$ cat src/rtl/gray_clk_gen_pkg.sv
// Shared defaults and Gray-code helpers for the gray-clock bus source.
`default_nettype none

package gray_clk_gen_pkg;

  localparam int GRAY_WIDTH    = 19;
  localparam int LO_TAP_BITS   = 7;
  localparam int SINE_BITS_DEF = 8;

  function automatic logic [31:0] bin_to_gray(input logic [31:0] b);
    return b ^ (b >> 1);
  endfunction

  function automatic logic [31:0] gray_to_bin(input logic [31:0] g);
    logic [31:0] b;
    b[31] = g[31];
    for (int i = 30; i >= 0; i--) begin
      b[i] = b[i+1] ^ g[i];
    end
    return b;
  endfunction

endpackage

`default_nettype wire

$ cat src/rtl/gray_clk_gen_prescaler.sv
// Programmable prescaler: one-cycle adv strobe once every div+1 enabled cycles.
`default_nettype none

module gray_prescaler #(
  parameter int PRESCALE_W = 8
) (
  input  logic                  clk,
  input  logic                  rstb,
  input  logic                  en,
  input  logic                  sync_clr,
  input  logic [PRESCALE_W-1:0] div,
  output logic                  adv
);

  logic [PRESCALE_W-1:0] pc_q;
  logic [PRESCALE_W-1:0] pc_d;

  // >= rather than == so a div lowered below pc advances at once instead of wrapping
  always_comb begin
    pc_d = pc_q;
    adv  = 1'b0;
    if (sync_clr) begin
      pc_d = '0;
    end else if (en) begin
      if (pc_q >= div) begin
        pc_d = '0;
        adv  = 1'b1;
      end else begin
        pc_d = pc_q + 1'b1;
      end
    end
  end

  always_ff @(posedge clk or negedge rstb) begin
    if (!rstb) begin
      pc_q <= '0;
    end else begin
      pc_q <= pc_d;
    end
  end

endmodule

`default_nettype wire

$ cat src/rtl/gray_clk_gen.sv
// Gray-coded clock bus source: binary counter, registered Gray output, slow square wave.
`default_nettype none

module gray_clk_gen
  import gray_clk_gen_pkg::*;
#(
  parameter int WIDTH      = GRAY_WIDTH,
  parameter int PRESCALE_W = 8,
  parameter int SINE_BITS  = SINE_BITS_DEF
) (
  input  logic                  clk,
  input  logic                  rstb,
  input  logic                  en,
  input  logic                  sync_clr,
  input  logic [PRESCALE_W-1:0] div,
  output logic [WIDTH-1:0]      gray_clk,
  output logic                  gray_sine,
  output logic                  tick,
  output logic                  wrap
);

  logic             adv;
  logic [WIDTH-1:0] bin_q, bin_d, bin_inc;
  logic [WIDTH-1:0] gray_q, gray_d;
  logic             sine_q, sine_d;
  logic             tick_q, tick_d;
  logic             wrap_q, wrap_d;

  gray_prescaler #(
    .PRESCALE_W (PRESCALE_W)
  ) u_prescaler (
    .clk      (clk),
    .rstb     (rstb),
    .en       (en),
    .sync_clr (sync_clr),
    .div      (div),
    .adv      (adv)
  );

  always_comb begin
    bin_inc = bin_q + 1'b1;
    bin_d   = bin_q;
    gray_d  = gray_q;
    sine_d  = sine_q;
    tick_d  = 1'b0;
    wrap_d  = 1'b0;
    if (sync_clr) begin
      bin_d  = '0;
      gray_d = '0;
      sine_d = 1'b0;
    end else if (adv) begin
      bin_d  = bin_inc;
      // Gray of the next count is registered directly, so the bus moves one bit per advance
      gray_d = WIDTH'(bin_to_gray(32'(bin_inc)));
      tick_d = 1'b1;
      wrap_d = &bin_q;
      sine_d = sine_q ^ (&bin_q[SINE_BITS-1:0]);
    end
  end

  always_ff @(posedge clk or negedge rstb) begin
    if (!rstb) begin
      bin_q  <= '0;
      gray_q <= '0;
      sine_q <= 1'b0;
      tick_q <= 1'b0;
      wrap_q <= 1'b0;
    end else begin
      bin_q  <= bin_d;
      gray_q <= gray_d;
      sine_q <= sine_d;
      tick_q <= tick_d;
      wrap_q <= wrap_d;
    end
  end

  assign gray_clk  = gray_q;
  assign gray_sine = sine_q;
  assign tick      = tick_q;
  assign wrap      = wrap_q;

endmodule

`default_nettype wire

$ cat config.mk
export PLATFORM = sky130hd
export DESIGN_NAME = gray_clk_gen
export DESIGN_NICKNAME = d
export VERILOG_FILES = /design/src/rtl/gray_clk_gen_pkg.sv /design/src/rtl/gray_clk_gen_prescaler.sv /design/src/rtl/gray_clk_gen.sv
export SDC_FILE = /design/constraint.sdc
export NUM_CORES = 1
export LEC_CHECK = 0
export ABC_AREA = 1
export CAP_MARGIN = 40
export CORE_UTILIZATION = 50
export CTS_BUF_LIST = sky130_fd_sc_hd__clkbuf_8
export DETAILED_ROUTE_END_ITERATION = 6
export HOLD_SLACK_MARGIN = 0.03
export PLACE_DENSITY = 0.76
export SLEW_MARGIN = 10
export SYNTH_ARGS = -nofsm -noshare
export SYNTH_HDL_FRONTEND = slang
export SYNTH_SLANG_ARGS = --single-unit
$ cat constraint.sdc
create_clock -name clk -period 2.1 [get_ports clk]
set_input_delay 0.525 -clock clk [delete_from_list [all_inputs] [get_ports clk]]
set_output_delay 0.525 -clock clk [all_outputs]
set_load 0.02 [all_outputs]
==> summary by stage, run 1 <==
Power and ir drop
The cell area power density is 474.3 mW/mm^2. The switching power of the nets is roughly 400 uW. The portion of total power attributed to combinational logic is a little over a tenth. Net switching is 24.33% of the power. Of the total power, the clock network draws 33.4%. The leakage power total is between 1.5 and 2 nW. The total power after layout is 1.685 mW. The internal power of the cells totals 1.275 mW. The highest ir drop seen on vdd is 0.2633 mV. Of the total power, registers draw 55.8%.

Synth
After synthesis, the cell types taking the most area are sky130_fd_sc_hd__dfrtp_1 43%, sky130_fd_sc_hd__nand2_1 17%, sky130_fd_sc_hd__xor2_1 5.4%. After synthesis, the most frequently instantiated cells are 123 x sky130_fd_sc_hd__nand2_1, 48 x sky130_fd_sc_hd__dfrtp_1, 35 x sky130_fd_sc_hd__nor2_1, 34 x sky130_fd_sc_hd__inv_1, 22 x sky130_fd_sc_hd__o21ai_0. The count of warnings emitted by yosys is 0. The net count of the mapped netlist is 383.

The number of enable flip-flop cells after synthesis is 0. The sequential element share of the synthesized area is 43.40%. The gate count after technology mapping is 361. Each instance of the synthesized netlist takes up on average 7.667 um^2. The total of flip-flops plus latches after synthesis is 48.

The most used flip-flop cell after synthesis is sky130_fd_sc_hd__dfrtp_1. The synthesized area is around 0.0028 mm^2. The leading area contributor after synthesis is sky130_fd_sc_hd__dfrtp_1. In the post-synthesis netlist, the cell with the most instances is sky130_fd_sc_hd__nand2_1. The area fraction of the dominant cell type after synthesis is 43.40%. The share of async-settable or async-resettable flops after synthesis is between 90% and 100%. In this run, distinct cell masters in the synthesized netlist total 28.

Flow run
The count of maximum capacitance violations is 0.

Timing
The max-slew headroom at the worst pin is 69.49%. The count of final max-slew check failures is 0. The worst path meets setup with 0.006048 ns of slack. Setup repair after global routing could not meet its margin everywhere. The actual transition at the worst max-transition pin is 0.4577 ns.

The number of failing hold endpoints at the final stage came to 0. The clock tree skew after final layout is 0.005738 ns. After layout, the worst path uses 99.71% of the clock period.

Setup violations remaining at the end of the flow were counted as 0. The maximum achievable frequency is about 0.48 GHz. Subtracting the final worst setup slack from the clock period gives 2.094 ns.

Clock network
In this run, CTS created clock tree buffers numbering 5. The clock transition at the registers of the reported paths is 0.09 ns. The maximum level of the CTS H-tree is 2. The root buffer cell chosen for the clock tree is sky130_fd_sc_hd__clkbuf_8.

The TritonCTS clock tree is built. The deepest clock path buffer count is 2. The clock reaches the later pin of the worst-skew pair after ~0.3 ns.

The sink count of the clock tree is 48. In this run, post-CTS hold repair placed 0 buffers.

Placed design
Once placement completed, the tool counted placed cells totaling 472. The count of input and output buffers is 33. The congestion estimate from routability-driven global placement came to between 0.8 and 0.9. The half-perimeter wire length after placement is 4323 um. The standard cell area after detailed placement is 0.003264 mm^2. OpenSTA, run right after detailed placement, puts the worst setup slack at -0.5742 ns.

Outcome
The flow ran to the end, and the final reports show no timing, DRC or antenna violations.

Finish
The fraction of layout cells with a size suffix above 1 is 14.22%. The final standard cell count with taps included and fillers excluded is 485. For this run, the post-layout net count is 436.

The antenna cell count is 0. After routing the design area is ~0.0036 mm^2. The synthesis-to-layout area growth is 28.39%.

Routing
The via density per instance is 5.006. For this block, the via count after detailed routing is ~2400. The number of antenna-violating nets in the routed design is 0.

The mean routed wirelength per cell is around 13 um. The residual DRC count is 0. The routed design has 6379 um of wire. The first-pass detailed-route iteration total is 4. The detailed router finished its first iteration with 153 violations.

Setup path
The worst stage delay on the critical path is around 0.47 ns. At the worst endpoint, the required time is 2.32 ns. The critical path goes through clkdlybuf4s50_1 -> inv_2 -> ha_4 -> a21oi_2 -> o21a_1 -> nand2_2 -> buf_6 -> o21ai_4 -> buf_6 -> buf_6 -> nand2_1 -> o21ai_1.

The number of buffers and inverters on the critical path is 5. The startpoint-to-endpoint class of the critical path is in2reg. Along the worst path, the maximum fanout reaches 5. STA puts the critical path data arrival time at 2.32 ns. Counting stages on the worst path, the most repeated cell is sky130_fd_sc_hd__buf_6.

The endpoint class of the critical path is a flip-flop. The element type at the critical path start is an input pin. The cell with the biggest individual delay on the critical path is sky130_fd_sc_hd__clkdlybuf4s50_1.

The cell family contributing the most delay on the critical path is buffers and inverters.

GRT
The initial antenna violation count is 0. The global-route congestion overflow total is 0. The number of global-route vias before repair is approximately 2400. The first global-routing pass estimated 10620 um of wire. The pin count of the biggest net entering global routing is 21. Global routing consumed, over all layers together, 22.60% of the routing resources.

Floorplan
The top-level I/O count is 34. The die width is 76.40 um. For this configuration, the core starts out at a cell density of 53.17%. The die covers 0.005837 mm^2. The total area inside the core boundary comes to between 0.005 and 0.006 mm^2.

The die span in y is between 70 and 80 um. The number of rows created at floorplan is 26.

Hold path
In this run the worst hold path is classified as in2async.
## metrics by stage
step	hold WS, ns	utilization, %	TNS [ns]
2_1_floorplan	0.2294	-	0
3_3_place_gp	0.4632	62.72	-15.69
3_5_place_dp	0.4642	62.72	-17.99
4_1_cts	0.1660	65.63	-0.07143
5_1_grt	0.1919	68.27	-0.2417
6_report	0.1595	68.27	0
## sequential cells by signal, indices dropped and copies added, names as in the netlist
name              flops
bin_q                19
gray_clk             18
u_prescaler.pc_q      8
gray_sine             1
tick                  1
wrap                  1
## cells in the final DEF, fill, tap and decap left out, drive strengths merged
| master | count |
|---|---|
| a21oi | 2 |
| buf | 21 |
| clkbuf | 7 |
| clkdlybuf4s50 | 28 |
| clkinv | 1 |
| dfrtp | 48 |
| dlymetal6s2s | 4 |
| ha | 10 |
| inv | 37 |
| nand2 | 127 |
| nand3 | 23 |
| nand4 | 2 |
| nor2 | 41 |
| nor3 | 4 |
| o21a | 1 |
| o21ai | 30 |
| o21bai | 1 |
| xnor2 | 10 |
| xor2 | 18 |
## path summary, 6_finish.rpt
path,start,to,slack (ns),cells after the start
worst max-delay path,div[5],bin_q[6]$_DFFE_PN0P_,0.006,12
worst min-delay path,rstb,wrap$_DFF_PN0_,0.16,1
worst max register to register,u_prescaler.pc_q[1]$_DFFE_PN0P_,bin_q[6]$_DFFE_PN0P_,0.22,13
worst min register to register,gray_clk[15]$_DFFE_PN0P_,gray_clk[15]$_DFFE_PN0P_,0.48,2
max in group asynchronous,rstb,gray_clk[12]$_DFFE_PN0P_,1.33,2
min in group clk,gray_clk[15]$_DFFE_PN0P_,gray_clk[15]$_DFFE_PN0P_,0.48,2
## repair_timing
item,in CTS,in global routing
gates cloned,2,1
setup buffers,0,2
pin swaps,3,6
gates resized for setup,10,27
setup endpoints to repair,45,44
## layout make-up
type	instances	area (um^2)
flip-flops and latches	48	1201
clock buffers	6	82.58
well taps	70	87.58
multi-input cells	269	1481
repair buffers	54	556.8
fillers	431	1652
clock inverters	2	7.507
inverters	36	136.4
## routing by layer
metal | GRT usage [%] | routed length [um]
met3 | 3.952 | 275
met1 | 28.64 | 2780
met4 | 7.308 | 126
met2 | 39.01 | 3196
met5 | 0 | 0
## power by group through the flow
stage          sequential [mW]  combinational (mW)  clock, mW
2_1_floorplan            0.958              0.0620          0
3_3_place_gp             0.957               0.134          0
3_5_place_dp             0.957               0.138          0
4_1_cts                  0.940               0.151      0.571
5_1_grt                  0.942               0.201      0.616
6_report                 0.941               0.181      0.563
## kinds of logic after synthesis
group                      after synthesis  share of synthesized area [%]
AOI/OAI and AO/OA                       34                          6.465
xor gates and xnor gates                28                          9.132
adders and majority gates               10                          4.521
buffers and inverters                   44                          6.645
DFF                                     48                          43.40
and+or+nand+nor                        197                          29.84
No activity file was read; power rests on OpenSTA's default activity.
==> inputs of run 2 (changes only) <==
GPL_ROUTABILITY_DRIVEN = 0   (was default)
==> results of run 2 <==
Same layout as run 1: the final DEF is identical, and so are final timing and power.
